**src/rtl/wave_gen_param_if.sv**
```systemverilog
// Configuration port of wave_gen_param: valid/ready offer of mode, limits,
// step and prescaler terminal count.
interface wave_gen_param_if #(
   parameter int WIDTH = 12,
   parameter int DIV_W = 8
);
   logic             cfg_valid;
   logic             cfg_ready;
   logic [1:0]       cfg_mode;
   logic [WIDTH-1:0] cfg_lo;
   logic [WIDTH-1:0] cfg_hi;
   logic [WIDTH-1:0] cfg_step;
   logic [DIV_W-1:0] cfg_div;

   modport master (
      output cfg_valid, cfg_mode, cfg_lo, cfg_hi, cfg_step, cfg_div,
      input  cfg_ready
   );

   modport slave (
      input  cfg_valid, cfg_mode, cfg_lo, cfg_hi, cfg_step, cfg_div,
      output cfg_ready
   );
endinterface

```
**src/rtl/wave_gen_param.sv**
```systemverilog
// Periodic triangle / saw-up / saw-down / square generator for a WIDTH-bit DAC.
// New configurations are held pending and swapped in only on a period boundary.
module wave_gen_param #(
   parameter int WIDTH = 12,
   parameter int DIV_W = 8
) (
   input  logic             clk,
   input  logic             rst_n,
   input  logic             enable,
   wave_gen_param_if.slave  cfg,
   output logic [WIDTH-1:0] wave,
   output logic             period_start,
   output logic             cfg_err
);

   typedef enum logic [1:0] {
      MODE_TRI   = 2'b00,
      MODE_SAWUP = 2'b01,
      MODE_SAWDN = 2'b10,
      MODE_SQR   = 2'b11
   } mode_e;

   typedef enum logic {
      DIR_UP   = 1'b0,
      DIR_DOWN = 1'b1
   } dir_e;

   mode_e            mode_q,  mode_d;
   logic [WIDTH-1:0] lo_q,    lo_d;
   logic [WIDTH-1:0] hi_q,    hi_d;
   logic [WIDTH-1:0] step_q,  step_d;
   logic [DIV_W-1:0] div_q,   div_d;
   logic [WIDTH-1:0] acc_q,   acc_d;
   dir_e             dir_q,   dir_d;
   logic [DIV_W-1:0] presc_q, presc_d;
   logic [WIDTH-1:0] wave_q,  wave_d;
   logic             ps_q,    ps_d;
   logic             err_q,   err_d;
   logic             ready_q, ready_d;
   logic             pend_q,  pend_d;
   mode_e            pmode_q, pmode_d;
   logic [WIDTH-1:0] plo_q,   plo_d;
   logic [WIDTH-1:0] phi_q,   phi_d;
   logic [WIDTH-1:0] pstep_q, pstep_d;
   logic [DIV_W-1:0] pdiv_q,  pdiv_d;

   logic [WIDTH:0]   sum_s;
   logic [WIDTH:0]   lo_step_s;
   logic             up_hit_s;
   logic             dn_hit_s;
   logic [WIDTH-1:0] nacc_s;
   dir_e             ndir_s;
   logic             bnd_s;
   logic             tick_s;
   logic             xfer_s;

   function automatic logic [WIDTH-1:0] wave_of(
      input mode_e            m,
      input logic [WIDTH-1:0] a,
      input dir_e             d,
      input logic [WIDTH-1:0] lo,
      input logic [WIDTH-1:0] hi
   );
      logic [WIDTH-1:0] w;
      if (m == MODE_SQR) begin
         w = (d == DIR_DOWN) ? hi : lo;
      end else begin
         w = a;
      end
      return w;
   endfunction

   // One-tick advance of acc/dir under the active config; sums are WIDTH+1 bits wide
   always_comb begin
      sum_s     = {1'b0, acc_q} + {1'b0, step_q};
      lo_step_s = {1'b0, lo_q} + {1'b0, step_q};
      up_hit_s  = (sum_s >= {1'b0, hi_q});
      dn_hit_s  = ({1'b0, acc_q} <= lo_step_s);
      nacc_s    = acc_q;
      ndir_s    = dir_q;
      bnd_s     = 1'b0;
      case (mode_q)
         MODE_TRI, MODE_SQR: begin
            if (dir_q == DIR_UP) begin
               if (up_hit_s) begin
                  nacc_s = hi_q;
                  ndir_s = DIR_DOWN;
               end else begin
                  nacc_s = sum_s[WIDTH-1:0];
               end
            end else begin
               if (dn_hit_s) begin
                  nacc_s = lo_q;
                  ndir_s = DIR_UP;
                  bnd_s  = 1'b1;
               end else begin
                  nacc_s = acc_q - step_q;
               end
            end
         end
         MODE_SAWUP: begin
            if (acc_q == hi_q) begin
               nacc_s = lo_q;
               bnd_s  = 1'b1;
            end else begin
               nacc_s = up_hit_s ? hi_q : sum_s[WIDTH-1:0];
            end
         end
         MODE_SAWDN: begin
            if (acc_q == lo_q) begin
               nacc_s = hi_q;
               bnd_s  = 1'b1;
            end else begin
               nacc_s = dn_hit_s ? lo_q : (acc_q - step_q);
            end
         end
         default: begin
            nacc_s = acc_q;
         end
      endcase
   end

   // Next-state: prescaler, waveform update, pending apply and config handshake
   always_comb begin
      mode_d  = mode_q;
      lo_d    = lo_q;
      hi_d    = hi_q;
      step_d  = step_q;
      div_d   = div_q;
      acc_d   = acc_q;
      dir_d   = dir_q;
      presc_d = presc_q;
      wave_d  = wave_q;
      ps_d    = 1'b0;
      err_d   = 1'b0;
      pend_d  = pend_q;
      pmode_d = pmode_q;
      plo_d   = plo_q;
      phi_d   = phi_q;
      pstep_d = pstep_q;
      pdiv_d  = pdiv_q;
      tick_s  = enable && (presc_q == div_q);
      xfer_s  = cfg.cfg_valid && ready_q;

      if ((pend_q && !enable) || (tick_s && bnd_s && pend_q)) begin
         // Swap in the pending config; the new period starts at the new lo
         mode_d  = pmode_q;
         lo_d    = plo_q;
         hi_d    = phi_q;
         step_d  = pstep_q;
         div_d   = pdiv_q;
         acc_d   = plo_q;
         dir_d   = DIR_UP;
         wave_d  = plo_q;
         presc_d = {DIV_W{1'b0}};
         pend_d  = 1'b0;
         ps_d    = enable;
      end else if (enable) begin
         presc_d = tick_s ? {DIV_W{1'b0}} : (presc_q + DIV_W'(1));
         if (tick_s) begin
            acc_d  = nacc_s;
            dir_d  = ndir_s;
            wave_d = wave_of(mode_q, nacc_s, ndir_s, lo_q, hi_q);
            ps_d   = bnd_s;
         end else begin
            acc_d  = acc_q;
         end
      end else begin
         presc_d = presc_q;
      end

      if (xfer_s) begin
         if ((cfg.cfg_lo >= cfg.cfg_hi) || (cfg.cfg_step == {WIDTH{1'b0}})) begin
            err_d = 1'b1;
         end else begin
            pend_d  = 1'b1;
            pmode_d = mode_e'(cfg.cfg_mode);
            plo_d   = cfg.cfg_lo;
            phi_d   = cfg.cfg_hi;
            pstep_d = cfg.cfg_step;
            pdiv_d  = cfg.cfg_div;
         end
      end else begin
         err_d = 1'b0;
      end

      ready_d = !pend_d;
   end

   // State registers with synchronous active-low reset
   always_ff @(posedge clk) begin
      if (!rst_n) begin
         mode_q  <= MODE_TRI;
         lo_q    <= {WIDTH{1'b0}};
         hi_q    <= {WIDTH{1'b1}};
         step_q  <= {{(WIDTH-1){1'b0}}, 1'b1};
         div_q   <= {DIV_W{1'b0}};
         acc_q   <= {WIDTH{1'b0}};
         dir_q   <= DIR_UP;
         presc_q <= {DIV_W{1'b0}};
         wave_q  <= {WIDTH{1'b0}};
         ps_q    <= 1'b0;
         err_q   <= 1'b0;
         ready_q <= 1'b1;
         pend_q  <= 1'b0;
         pmode_q <= MODE_TRI;
         plo_q   <= {WIDTH{1'b0}};
         phi_q   <= {WIDTH{1'b0}};
         pstep_q <= {WIDTH{1'b0}};
         pdiv_q  <= {DIV_W{1'b0}};
      end else begin
         mode_q  <= mode_d;
         lo_q    <= lo_d;
         hi_q    <= hi_d;
         step_q  <= step_d;
         div_q   <= div_d;
         acc_q   <= acc_d;
         dir_q   <= dir_d;
         presc_q <= presc_d;
         wave_q  <= wave_d;
         ps_q    <= ps_d;
         err_q   <= err_d;
         ready_q <= ready_d;
         pend_q  <= pend_d;
         pmode_q <= pmode_d;
         plo_q   <= plo_d;
         phi_q   <= phi_d;
         pstep_q <= pstep_d;
         pdiv_q  <= pdiv_d;
      end
   end

   assign wave          = wave_q;
   assign period_start  = ps_q;
   assign cfg_err       = err_q;
   assign cfg.cfg_ready = ready_q;

endmodule

```
**src/flat_wrapper.sv**
```systemverilog
// flat-port wrapper written by rule: the top's interface ports become plain ports
module wave_gen_param_flat 
#(
   parameter int WIDTH = 12,
   parameter int DIV_W = 8
)
  (clk, rst_n, enable, wave, period_start, cfg_err, cfg_cfg_valid, cfg_cfg_mode, cfg_cfg_lo, cfg_cfg_hi, cfg_cfg_step, cfg_cfg_div, cfg_cfg_ready);
  wave_gen_param_if #(.WIDTH(WIDTH), .DIV_W(DIV_W)) cfg_i ();
  input  logic clk;
  input  logic rst_n;
  input  logic enable;
  output logic [WIDTH-1:0] wave;
  output logic period_start;
  output logic cfg_err;
  input wire logic [$bits(cfg_i.cfg_valid)-1:0] cfg_cfg_valid;
  input wire logic [$bits(cfg_i.cfg_mode)-1:0] cfg_cfg_mode;
  input wire logic [$bits(cfg_i.cfg_lo)-1:0] cfg_cfg_lo;
  input wire logic [$bits(cfg_i.cfg_hi)-1:0] cfg_cfg_hi;
  input wire logic [$bits(cfg_i.cfg_step)-1:0] cfg_cfg_step;
  input wire logic [$bits(cfg_i.cfg_div)-1:0] cfg_cfg_div;
  output wire logic [$bits(cfg_i.cfg_ready)-1:0] cfg_cfg_ready;
  assign cfg_i.cfg_valid = cfg_cfg_valid;
  assign cfg_i.cfg_mode = cfg_cfg_mode;
  assign cfg_i.cfg_lo = cfg_cfg_lo;
  assign cfg_i.cfg_hi = cfg_cfg_hi;
  assign cfg_i.cfg_step = cfg_cfg_step;
  assign cfg_i.cfg_div = cfg_cfg_div;
  assign cfg_cfg_ready = cfg_i.cfg_ready;
  wave_gen_param #(.WIDTH(WIDTH), .DIV_W(DIV_W)) u_core (.clk(clk), .rst_n(rst_n), .enable(enable), .cfg(cfg_i), .wave(wave), .period_start(period_start), .cfg_err(cfg_err));
endmodule
```
**config.mk**
```make
export PLATFORM = sky130hd
export DESIGN_NAME = wave_gen_param_flat
export DESIGN_NICKNAME = d
export VERILOG_FILES = /design/src/rtl/wave_gen_param_if.sv /design/src/rtl/wave_gen_param.sv /design/src/flat_wrapper.sv
export SDC_FILE = /design/constraint.sdc
export NUM_CORES = 1
export LEC_CHECK = 0
export ABC_AREA = 1
export CAP_MARGIN = 25
export CORE_UTILIZATION = 40
export CTS_BUF_LIST = sky130_fd_sc_hd__clkbuf_8
export DETAILED_ROUTE_END_ITERATION = 8
export GPL_ROUTABILITY_DRIVEN = 0
export PLACE_DENSITY = 0.65
export SYNTH_ARGS = -nofsm -noshare
export SYNTH_HDL_FRONTEND = slang
export SYNTH_SLANG_ARGS = --single-unit
export TNS_END_PERCENT = 20
```
**constraint.sdc**
```tcl
create_clock -name clk -period 4.85 [get_ports clk]
set_input_delay 0.7275 -clock clk [delete_from_list [all_inputs] [get_ports clk]]
set_output_delay 0.7275 -clock clk [all_outputs]
set_load 0.01 [all_outputs]
```
==> flow_metrics.tcl <==
set metrics [dict create \
    outcome "complete, no violations" \
    fin_ws_ns 0.405 \
    p_clk_share_pct 24.8 \
    rrSetupSlack_ns 0.40 \
    diodes 0 \
    vias 8685 \
    drc 0 \
    cts_root_buffer "clkbuf_8" \
    clkLatencyLatePin_ns 0.45 \
    io_buffers 64 \
    comb_power_share_pct 39.2 \
    post-cts-setup-buffer-count 0 \
    finClkSkew_ns 0.0134 \
    critical_path.max_fanout 34 \
    p_switching_uw 1400 \
    drt.antenna.violating_nets 0 \
    n_fill_cell 2258 \
    cts_buffers 17 \
    finalMaxSlewViolations 0 \
    cp.arrival_ns 4.84 \
    syn-cell-area_sq_um 8910 \
    start_kind "register" \
    stdcell_count 1687 \
    grt_pass1_wl_um 41100 \
    yosys.cell_types.count 44 \
    clock_sinks 129 \
    irDropWorstVdd_v 0.000196 \
    grt_pass1_vias 7997 \
    path_class "register to register" \
    grt_max_degree 66 \
    hpwlAfterDp_um 19600 \
    grt_usage_pct 23.1 \
    wl_per_cell_um 15.0 \
    finalPower_uw 3470 \
    holdWs_ns 0.478 \
    final_cell_mix "nand2_1 (262), nor2_1 (182), inv_1 (172)" \
    crit_required_ns 5.25 \
    core_area_sq_um 21800 \
    fmax_mhz 225 \
    finalHoldViolCount 0 \
    final_nets 1522 \
    rows 54 \
    antenna_found_initial 0 \
    via_per_inst 5.15 \
    min_period_ns 4.45 \
    clk_path_buf_depth 2 \
    die_y_um 151 \
    switching_share_pct 40.5 \
    synth_top_area_cell "dfxtp_1" \
    powerDensity_nw_per_um2 342 \
    final_common_cell "nand2_1" \
    yosys_warnings 0 \
    first_pass_iters 5 \
    min_path_type "register to register" \
    dieArea_sq_um 22900 \
    initialDrtViolationCount 714 \
    wl_um 25400 \
    synth_cells 1348 \
    p_int_uw 2060 \
    tritoncts "yes" \
    relSlewSlack_pct 34.0 \
    end_kind "register" \
    pin_count 65 \
    grt_overflow 0 \
    fin_crit_sh_pct 91.7 \
    rsz0062_at_grt "no" \
    chipWidth_um 151 \
    cap_violations 0 \
    synth_area_leaders "dfxtp_1 (29%), nand2_1 (11%), ha_1 (11%)" \
    syn_nets 1476 \
    p_leak_uw 0.00499 \
    post-place-ws_ns 0.441 \
    dp.cells 1655 \
    start_util_pct 40.8 \
    h-tree-depth 4 \
    area_growth_pct 13.7 \
    setup_viol 0 \
    netlist.area_leader.share_pct 29.0 \
    synth-seq-cells 129 \
    setup_tns_ns 0 \
    tightest_slew_ns 0.990 \
    pwr-share-seq_pct 36.1 \
    clk_pin_slew_ns 0.08 \
    synth_seq_area_share_pct 29.0 \
    layout-drive-gt1-share_pct 6.18 \
    syn_area_per_cell_sq_um 6.61 \
]
## worst max-delay path, cell delays in order, from the launching register on
cell and delay (ns):
dfxtp_1 0.43, ha_1 0.32, a21oi_1 0.16, nand2_1 0.12, nand2_1 0.09, o211ai_1 0.16
a21o_1 0.21, a21oi_1 0.19, o21ai_0 0.11, a21oi_1 0.17, xor2_1 0.17, ha_1 0.26
nand2_1 0.11, inv_1 0.05, a221oi_1 0.24, nand2_1 0.15, nand2_4 0.13, nand2_2 0.16
nand2_2 0.13, nand3_1 0.11, nand2_4 0.36, buf_4 0.27, a21oi_2 0.08, nand3_1 0.12
nand2_1 0.05, inv_1 0.04
## cells by family after synthesis
group / Yosys count / synth area share (%)
adder cells (fa/ha/maj): 78 / 11.2
AND/OR/NAND/NOR: 608 / 29.0
AO/OA/AOI/OAI: 258 / 15.7
flip-flops: 129 / 29.0
XOR/XNOR: 45 / 4.42
buffers and inverters: 230 / 10.7
## final cells by class
class	count	area, sq um	share of cell area (%)
clock buffer	21	289	2.85
clock inverter	11	78.8	0.778
inverter	172	646	6.37
multi-input combinational	989	5380	53.1
sequential	129	2580	25.5
tap	280	350	3.46
timing repair buffer	85	806	7.95
## what timing repair did
item,CTS,global route
hold buffers,0,0
gates resized for setup,0,2
setup endpoints to repair,0,9
## through the flow
| step | util, % | cell area [sq um] |
|---|---|---|
| after floorplan | - | 8910 |
| final | 46.4 | 10100 |
| after global routing | 46.4 | 10100 |
| after global placement | 44.7 | 9760 |
| after CTS | 46.4 | 10100 |
| after detailed placement | 44.7 | 9760 |
## worst paths after layout
check,startpoint,depth (start not counted),endpoint
max,u_core.lo_q[2],25,u_core.wave[10]
min,u_core.phi_q[2],2,u_core.hi_q[2]
min reg2reg,u_core.phi_q[2],2,u_core.hi_q[2]
max reg2reg,u_core.lo_q[2],25,u_core.wave[10]
## power groups by stage
| stage | logic, uW | registers, uW | clock network, uW |
|---|---|---|---|
| floorplan | 921 | 1260 | 0 |
| global placement | 1320 | 1270 | 0 |
| detailed placement | 1330 | 1270 | 0 |
| CTS | 1340 | 1250 | 870 |
| global route | 1530 | 1260 | 921 |
| finish | 1360 | 1250 | 860 |
## cell usage after synthesis
cell type  number
buf_1           1
clkbuf_1       32
a221oi_1        2
a31oi_1         2
nor2_4          2
fa_1            3
inv_1         171
a211oi_2        2
nand2_4         3
xor2_1         35
nand3b_1        4
o21a_1          1
a21boi_0        1
a21oi_4         1
a21o_1          4
a21oi_1        95
xnor2_1        10
nor3_2          2
nor4_1          4
o21ai_1        26
buf_4           3
ha_1           75
buf_6           8
inv_2           1
nor2_1        182
or2_2           1
o21ai_2         1
nand4_1         7
nor4_2          2
buf_2          14
o22ai_1         2
nand2_2         6
nand3_1       124
o21bai_1        3
dfxtp_1       129
nor2_2          1
and3_1          2
o211ai_1        2
nand3_2         1
a211oi_1        2
a21oi_2         9
o21ai_0       105
nor3_1          4
nand2_1       263
## per-layer routing
layer,global-route usage (%),up-vias,routed length (um)
li1,-,4455,-
met1,31.7,3901,11900
met2,36.3,292,11200
met3,3.31,37,1500
met4,8.95,0,759
met5,0,-,0
## flip-flops by register name, summed over array words and instances, names as in the netlist
signal,flops
u_core.dir_q,1
u_core.div_q,8
u_core.plo_q,12
u_core.pdiv_q,8
u_core.presc_q,8
u_core.pstep_q,12
u_core.cfg.cfg_ready,1
u_core.step_q,12
u_core.mode_q,2
u_core.pmode_q,2
u_core.pend_q,1
u_core.phi_q,12
u_core.period_start,1
u_core.wave,12
u_core.lo_q,12
u_core.acc_q,12
u_core.cfg_err,1
u_core.hi_q,12
No activity file was read; power rests on OpenSTA's default activity.
